[src/rtl/serial_sub_pkg.sv]
// Shared types and helpers for the bit-serial subtractor.
// State encoding and counter-width derivation used by serial_subtractor_ctrl.
package serial_sub_pkg;

  typedef enum logic [1:0] {
    IDLE = 2'd0,
    RUN  = 2'd1,
    DONE = 2'd2
  } state_t;

  // Counter must reach WIDTH-1; keep at least one bit so WIDTH=1 still builds.
  function automatic int cnt_w(input int width);
    return (width <= 1) ? 1 : $clog2(width);
  endfunction

endpackage

[src/rtl/fs_cell.sv]
// Combinational 1-bit full subtractor: d = a - b - borrow_in.
module fs_cell (
  input  logic a,
  input  logic b,
  input  logic borrow_in,
  output logic d,
  output logic borrow_out
);

  assign d          = a ^ b ^ borrow_in;
  assign borrow_out = (~a & b) | (~(a ^ b) & borrow_in);

endmodule

[src/rtl/serial_subtractor_ctrl.sv]
// Bit-serial WIDTH-bit subtractor (a - b), LSB first through one fs_cell.
// Define SERIAL_SUB_SAT_EN to clamp diff to zero on underflow.
//
// state | meaning
// IDLE  | waiting for start; operands captured on the accepting edge
// RUN   | one bit per cycle through the shared cell
// DONE  | one-cycle done pulse, result valid
module serial_subtractor_ctrl
  import serial_sub_pkg::*;
#(
  parameter int WIDTH = 8
) (
  input  logic             clk,
  input  logic             rst_n,
  input  logic             start,
  input  logic [WIDTH-1:0] a,
  input  logic [WIDTH-1:0] b,
  output logic             busy,
  output logic             done,
  output logic [WIDTH-1:0] diff,
  output logic             borrow_out
);

  localparam int CW = cnt_w(WIDTH);

  state_t           state, state_nxt;
  logic [CW-1:0]    cnt;
  logic [WIDTH-1:0] a_sr, b_sr, diff_r, diff_nxt;
  logic             bin, borrow_r;
  logic             cell_d, cell_bout;
  logic             last_bit, accept, run_en;

  fs_cell u_fs_cell (
    .a          (a_sr[0]),
    .b          (b_sr[0]),
    .borrow_in  (bin),
    .d          (cell_d),
    .borrow_out (cell_bout)
  );

  assign last_bit = (cnt == CW'(WIDTH - 1));
  // New bit enters at the MSB; after WIDTH shifts bit 0 lands at diff[0].
  assign diff_nxt = WIDTH'({cell_d, diff_r} >> 1);

  always_comb begin
    state_nxt = state;
    busy      = 1'b0;
    done      = 1'b0;
    accept    = 1'b0;
    run_en    = 1'b0;
    case (state)
      IDLE: begin
        if (start) begin
          accept    = 1'b1;
          state_nxt = RUN;
        end
      end
      RUN: begin
        busy   = 1'b1;
        run_en = 1'b1;
        if (last_bit) state_nxt = DONE;
      end
      DONE: begin
        busy      = 1'b1;
        done      = 1'b1;
        state_nxt = IDLE;
      end
      default: state_nxt = IDLE;
    endcase
  end

  always_ff @(posedge clk or negedge rst_n) begin
    if (!rst_n) state <= IDLE;
    else        state <= state_nxt;
  end

  always_ff @(posedge clk or negedge rst_n) begin
    if (!rst_n) begin
      cnt      <= '0;
      a_sr     <= '0;
      b_sr     <= '0;
      bin      <= 1'b0;
      diff_r   <= '0;
      borrow_r <= 1'b0;
    end else if (accept) begin
      cnt      <= '0;
      a_sr     <= a;
      b_sr     <= b;
      bin      <= 1'b0;
      diff_r   <= '0;
      borrow_r <= 1'b0;
    end else if (run_en) begin
      cnt  <= cnt + 1'b1;
      a_sr <= a_sr >> 1;
      b_sr <= b_sr >> 1;
      bin  <= cell_bout;
`ifdef SERIAL_SUB_SAT_EN
      if (last_bit && cell_bout) diff_r <= '0;
      else                       diff_r <= diff_nxt;
`else
      diff_r <= diff_nxt;
`endif
      if (last_bit) borrow_r <= cell_bout;
    end
  end

  assign diff       = diff_r;
  assign borrow_out = borrow_r;

endmodule

[config.mk]
export PLATFORM = sky130hd
export DESIGN_NAME = serial_subtractor_ctrl
export DESIGN_NICKNAME = d
export VERILOG_FILES = /design/src/rtl/serial_sub_pkg.sv /design/src/rtl/fs_cell.sv /design/src/rtl/serial_subtractor_ctrl.sv
export SDC_FILE = /design/constraint.sdc
export NUM_CORES = 1
export LEC_CHECK = 0
export ABC_AREA = 1
export CAP_MARGIN = 20
export CORE_MARGIN = 4
export CORE_UTILIZATION = 31
export CTS_CLUSTER_DIAMETER = 150
export DETAILED_ROUTE_END_ITERATION = 16
export DONT_BUFFER_PORTS = 1
export PLACE_DENSITY = 0.5
export SLEW_MARGIN = 20
export SYNTH_ARGS = -nofsm -noshare
export SYNTH_HDL_FRONTEND = slang
export SYNTH_SLANG_ARGS = --single-unit
[constraint.sdc]
create_clock -name clk -period 1.17 [get_ports clk]
set_input_delay 0.234 -clock clk [delete_from_list [all_inputs] [get_ports clk]]
set_output_delay 0.234 -clock clk [all_outputs]
set_load 0.05 [all_outputs]
==> impl_metrics.py, run 1 <==
metrics = {
    "global_route": {
        "grt_max_degree": 32,
        "grt_most_used_layer": "met2",
        "grt_pass1_wl_um": 6370,
        "grt_pass1_vias": 1311,
        "overflow": 0,
        "grt_use_met3_pct": 3.50,
        "globalRouteMet2Util_pct": 21.6,
        "antenna_found_initial": 0,
        "grt_usage_pct": 13.0,
        "met1_usage_pct": 16.3,
    },
    "die": {
        "die_h_um": 79.8,
        "core_area_sq_mm": 0.00485,
        "ios": 30,
        "initial_core_util_pct": 32.9,
        "rows": 25,
        "dieArea_sq_mm": 0.00636,
        "die_x_um": 79.8,
    },
    "sta": {
        "fin_worst_skew_ns": 0.00448,
        "max_freq_mhz": 715,
        "fin_tns_setup_ns": -4.24,
        "rsz0062_at_grt": "true",
        "maxSlewViolCount": 0,
        "period_minus_slack_ns": 1.40,
        "period_share_pct": 120,
        "worstMarginPinSlew_ns": 0.365,
        "setup_slack_ns": -0.229,
        "finalHoldViolCount": 0,
        "setup_viol": 33,
        "hold_ws_ns": 0.0686,
        "relSlewSlack_pct": 75.7,
    },
    "setup_path": {
        "path_class": "reg2out",
        "path_max_fanout": 2,
        "worstPathArrival_ns": 1.17,
        "critPathLaunchType": "flop",
        "end_kind": "primary output",
        "cp.required_ns": 0.94,
    },
    "final_layout": {
        "fill_cells": 467,
        "mostFrequentLayoutCell": "nand2_1",
        "layout_common_cells": "nand2_1, dfrtp_1, nand3_2",
        "final_nets": 265,
        "area_growth_pct": 56.0,
        "antenna_cells": 0,
        "drive_gt1_share_pct": 44.8,
    },
    "synth": {
        "syn_area_sq_mm": 0.00160,
        "syn_nets": 228,
        "synth.yosys.seq_area_share_pct": 48.6,
        "avgSynthCellArea_sq_um": 7.94,
        "yosys_warnings": 0,
        "syn_inst": 201,
        "ys_types": 17,
        "ys_seq_elements": 31,
    },
    "drt": {
        "firstDrtPassIters": 4,
        "wl_um": 4300,
        "wl_per_cell_um": 14.1,
        "drtAntennaViolNets": 0,
        "drc": 0,
        "via_per_inst": 4.68,
        "dr.first_iter.drc_count": 88,
        "vias": 1432,
    },
    "cts": {
        "htree_levels": 2,
        "clk_path_buf_depth": 2,
        "insertion_delay_ns": 0.28,
        "cts_tree": "built",
        "cts-root-buf": "clkbuf_8",
        "cts_buffers": 5,
        "clkSlewWorstSetupHoldPaths_ns": 0.07,
        "cts_sinks": 31,
    },
    "place": {
        "portBuffers": 0,
        "detailed_place_hpwl_um": 2290,
        "gp_congestion": 0.712,
    },
    "run_status": {
        "violations": "setup timing",
        "status": "finished with violations",
    },
    "flow_run": {
        "drv_cap": 0,
    },
    "pwr": {
        "power.leakage_uw": 0.00126,
        "vdd_drop_max_uv": 1930,
        "power_density_mw_per_mm2": 3210,
    },
    "worst_hold_path": {
        "hp-class": "in2reg",
    },
}
## metrics by stage
stage / cells / total power [uW] / setup WS (ns) / instance area (sq um) / util [%]
after floorplan: 201 / 4300 / 0.00490 / 1620 / -
after global placement: 278 / 5090 / -0.0740 / 1820 / 37.6
after detailed placement: 278 / 5130 / -0.0808 / 1820 / 37.6
after CTS: 298 / 6950 / -0.195 / 2180 / 44.9
after global routing: 306 / 8560 / -0.282 / 2490 / 51.4
final: 306 / 7990 / -0.229 / 2490 / 51.4
## worst paths after layout
kind	startpoint	endpoint	cells past startpoint	slack, ns
hold reg to reg	b_sr[2]	b_sr[2]	2	0.53
setup reg to reg	state[0]	a_sr[1]	8	-0.20
min in group asynchronous	rst_n	diff[3]	2	0.40
setup / recovery	state[0]	done	4	-0.23
hold / removal	a[7]	a_sr[7]	2	0.07
max in group asynchronous	rst_n	diff[1]	2	0.57
## sequential cells by signal, indices dropped and copies added, names as in the netlist
signal and flops:
state 2, diff 8, cnt 3, b_sr 8
a_sr 8, borrow_out 1, bin 1
## final cells by class
type / instances / area (sq um) / area share (%)
Inverter: 19 / 81.3 / 3.27
Timing Repair Buffer: 40 / 534 / 21.5
Sequential cell: 31 / 779 / 31.3
Tap cell: 67 / 83.8 / 3.37
Clock buffer: 7 / 76.3 / 3.07
Multi-Input combinational cell: 141 / 930 / 37.3
Clock inverter: 1 / 5.00 / 0.201
## logic make-up (layout without fill, tap and decap cells)
group	count (synthesis)	count (layout)	share of synthesized area (%)
DFF	31	31	48.6
buffers and inverters	29	67	9.72
adders and majority gates	8	8	6.74
AOI/OAI and AO/OA	11	11	3.68
xor gates and xnor gates	1	1	0.549
and+or+nand+nor	121	121	30.7
## report_power, final
part           total (uW)  internal, uW  switching [uW]
Sequential           2170          1600             569
Clock                 820           417             403
Combinational        5000          2460            2540
Total                7990          4480            3520
## repair_timing
item                                   CTS  global route
setup buffers                            6             5
gates cloned                             4             3
pin swaps                                4            35
hold buffers                             2             0
endpoints found under the hold margin   31             0
setup endpoints to repair               35            34
resized for setup                       34            56
## worst max-delay path: stages, from the launching register on
cell     delay, ns
dfrtp_1       0.39
inv_2         0.07
buf_6         0.12
ha_4          0.15
buf_12        0.14
## synth_stat cells, drive strengths merged
cell type  number  area, sq um
dfrtp          31          776
nand2          75          284
xnor2           1         8.76
ha              7         87.6
nor2           19         71.3
a21oi           2         13.8
fa              1         20.0
nand3          27          135
buf            10         81.3
inv            19         73.8
o21ai           9         45.0
## metal layers
metal	up-vias	part of all wire (%)
met5	-	0
met4	0	2.1
met3	7	3.3
met2	20	52
met1	706	43
li1	699	-
(Power assumes the default switching activity.)
==> run 2: changes to the inputs <==
Settings changed: RECOVER_POWER set to 100.
==> run 2 against run 1 <==
- the run still ends with setup timing left
- sequential share of layout area is 0.12 points higher
- cell count stayed put
- worst hold slack better by 0.0025 ns
- non-clock buffer count stayed put
- count of clock-buffer cells in the layout stayed put
==> impl_metrics.py, run 2 (synthesized netlist as in run 1, its figures left out) <==
metrics = {
    "cts": {
        "cts_sinks": 31,
        "clk_path_buf_depth": 2,
        "insertion_delay_ns": 0.27,
        "clkSlewWorstSetupHoldPaths_ns": 0.07,
        "cts_tree": "built",
        "cts-root-buf": "clkbuf_8",
        "cts_buffers": 5,
        "htree_levels": 2,
    },
    "setup_path": {
        "slowest_stage": "dfrtp_1",
        "cp.required_ns": 0.94,
        "critPathLaunchType": "flop",
        "slowest_delay_ns": 0.39,
        "path_class": "reg2out",
        "end_kind": "primary output",
        "path_max_fanout": 2,
        "worstPathArrival_ns": 1.16,
        "cp_cell_sequence": "inv_2, buf_6, ha_4, buf_12",
    },
    "global_route": {
        "grt_pass1_vias": 1311,
        "grt_most_used_layer": "met2",
        "grt_use_met3_pct": 3.50,
        "grt_usage_pct": 13.0,
        "grt_pass1_wl_um": 6370,
        "grt_max_degree": 32,
        "globalRouteMet2Util_pct": 21.6,
        "antenna_found_initial": 0,
        "met1_usage_pct": 16.3,
        "overflow": 0,
    },
    "place": {
        "detailed_place_hpwl_um": 2290,
        "dp_slack_ns": -0.0808,
        "gp_congestion": 0.712,
        "portBuffers": 0,
        "dpl_cell_area_sq_mm": 0.00182,
    },
    "die": {
        "die_x_um": 79.8,
        "rows": 25,
        "ios": 30,
        "die_h_um": 79.8,
        "core_area_sq_mm": 0.00485,
        "dieArea_sq_mm": 0.00636,
        "initial_core_util_pct": 32.9,
    },
    "worst_hold_path": {
        "hp-class": "in2reg",
    },
    "drt": {
        "drc": 0,
        "drtAntennaViolNets": 0,
        "wl_per_cell_um": 14.1,
        "dr.first_iter.drc_count": 82,
        "via_per_inst": 4.66,
        "vias": 1425,
        "wl_um": 4310,
        "firstDrtPassIters": 4,
    },
    "final_layout": {
        "mostFrequentLayoutCell": "nand2_1",
        "fill_cells": 470,
        "final_nets": 265,
        "final_core_utilization_pct": 51.1,
        "final_cell_area_sq_mm": 0.00248,
        "antenna_cells": 0,
        "drive_gt1_share_pct": 44.4,
        "area_growth_pct": 55.1,
        "layout_common_cells": "nand2_1, dfrtp_1, nand3_2",
    },
    "sta": {
        "max_freq_mhz": 716,
        "period_minus_slack_ns": 1.40,
        "worstMarginPinSlew_ns": 0.440,
        "relSlewSlack_pct": 70.7,
        "setup_slack_ns": -0.226,
        "setup_viol": 33,
        "fin_worst_skew_ns": 0.00514,
        "rsz0062_at_grt": "true",
        "maxSlewViolCount": 0,
        "period_share_pct": 119,
        "finalHoldViolCount": 0,
        "fin_tns_setup_ns": -4.22,
    },
    "pwr": {
        "power_density_mw_per_mm2": 3220,
        "vdd_drop_max_uv": 1930,
        "power.leakage_uw": 0.00125,
        "p_total_uw": 7980,
    },
    "flow_run": {
        "drv_cap": 0,
    },
    "run_status": {
        "status": "finished with violations",
        "violations": "setup timing",
    },
}
run 2: final cells by class:
type	instances	area, sq um	area share, %
Multi-Input combinational cell	141	930	37.5
Sequential cell	31	778	31.4
Timing Repair Buffer	40	522	21.1
Tap cell	67	83.8	3.39
Inverter	19	81.3	3.28
Clock buffer	7	76.3	3.08
Clock inverter	1	5.00	0.202
run 2: stage by stage:
| stage | std cells | hold slack [ns] |
|---|---|---|
| after floorplan | 201 | -0.0616 |
| after global placement | 278 | -0.0607 |
| after detailed placement | 278 | -0.0608 |
| after CTS | 298 | 0.0685 |
| after global routing | 306 | 0.0694 |
| final | 306 | 0.0711 |
run 2: worst paths after layout:
path	depth (start not counted)	to	slack [ns]	start
worst max-delay path	4	done	-0.23	state[0]
worst min-delay path	2	a_sr[7]	0.07	a[7]
worst max register to register	8	a_sr[1]	-0.19	state[0]
worst min register to register	2	b_sr[2]	0.53	b_sr[2]
max in group asynchronous	2	diff[1]	0.36	rst_n
min in group asynchronous	2	diff[6]	0.48	rst_n
run 2: repair_timing:
item,4_1_cts,5_1_grt
pin swaps,4,35
hold buffers,2,0
endpoints found under the hold margin,31,0
setup endpoints to repair,35,34
buffers inserted,6,5
gates resized for setup,34,56
gates cloned,4,3
run 2: routing by layer:
layer / wire [um] / up-vias
met5: 0 / -
met3: 163 / 4
met1: 1800 / 700
met4: 70 / 0
li1: - / 700
met2: 2270 / 21
run 2: power by group:
part           switching, uW  internal, uW  total, uW
logic                   2550          2460       5000
clock network            398           417        815
registers                569          1600       2160
run 2: critical path: cells and delay by family (launching register included):
kind	cells	cell delay [ns]
flops	1	0.39
buf+inv	3	0.33
fa+ha+maj	1	0.15
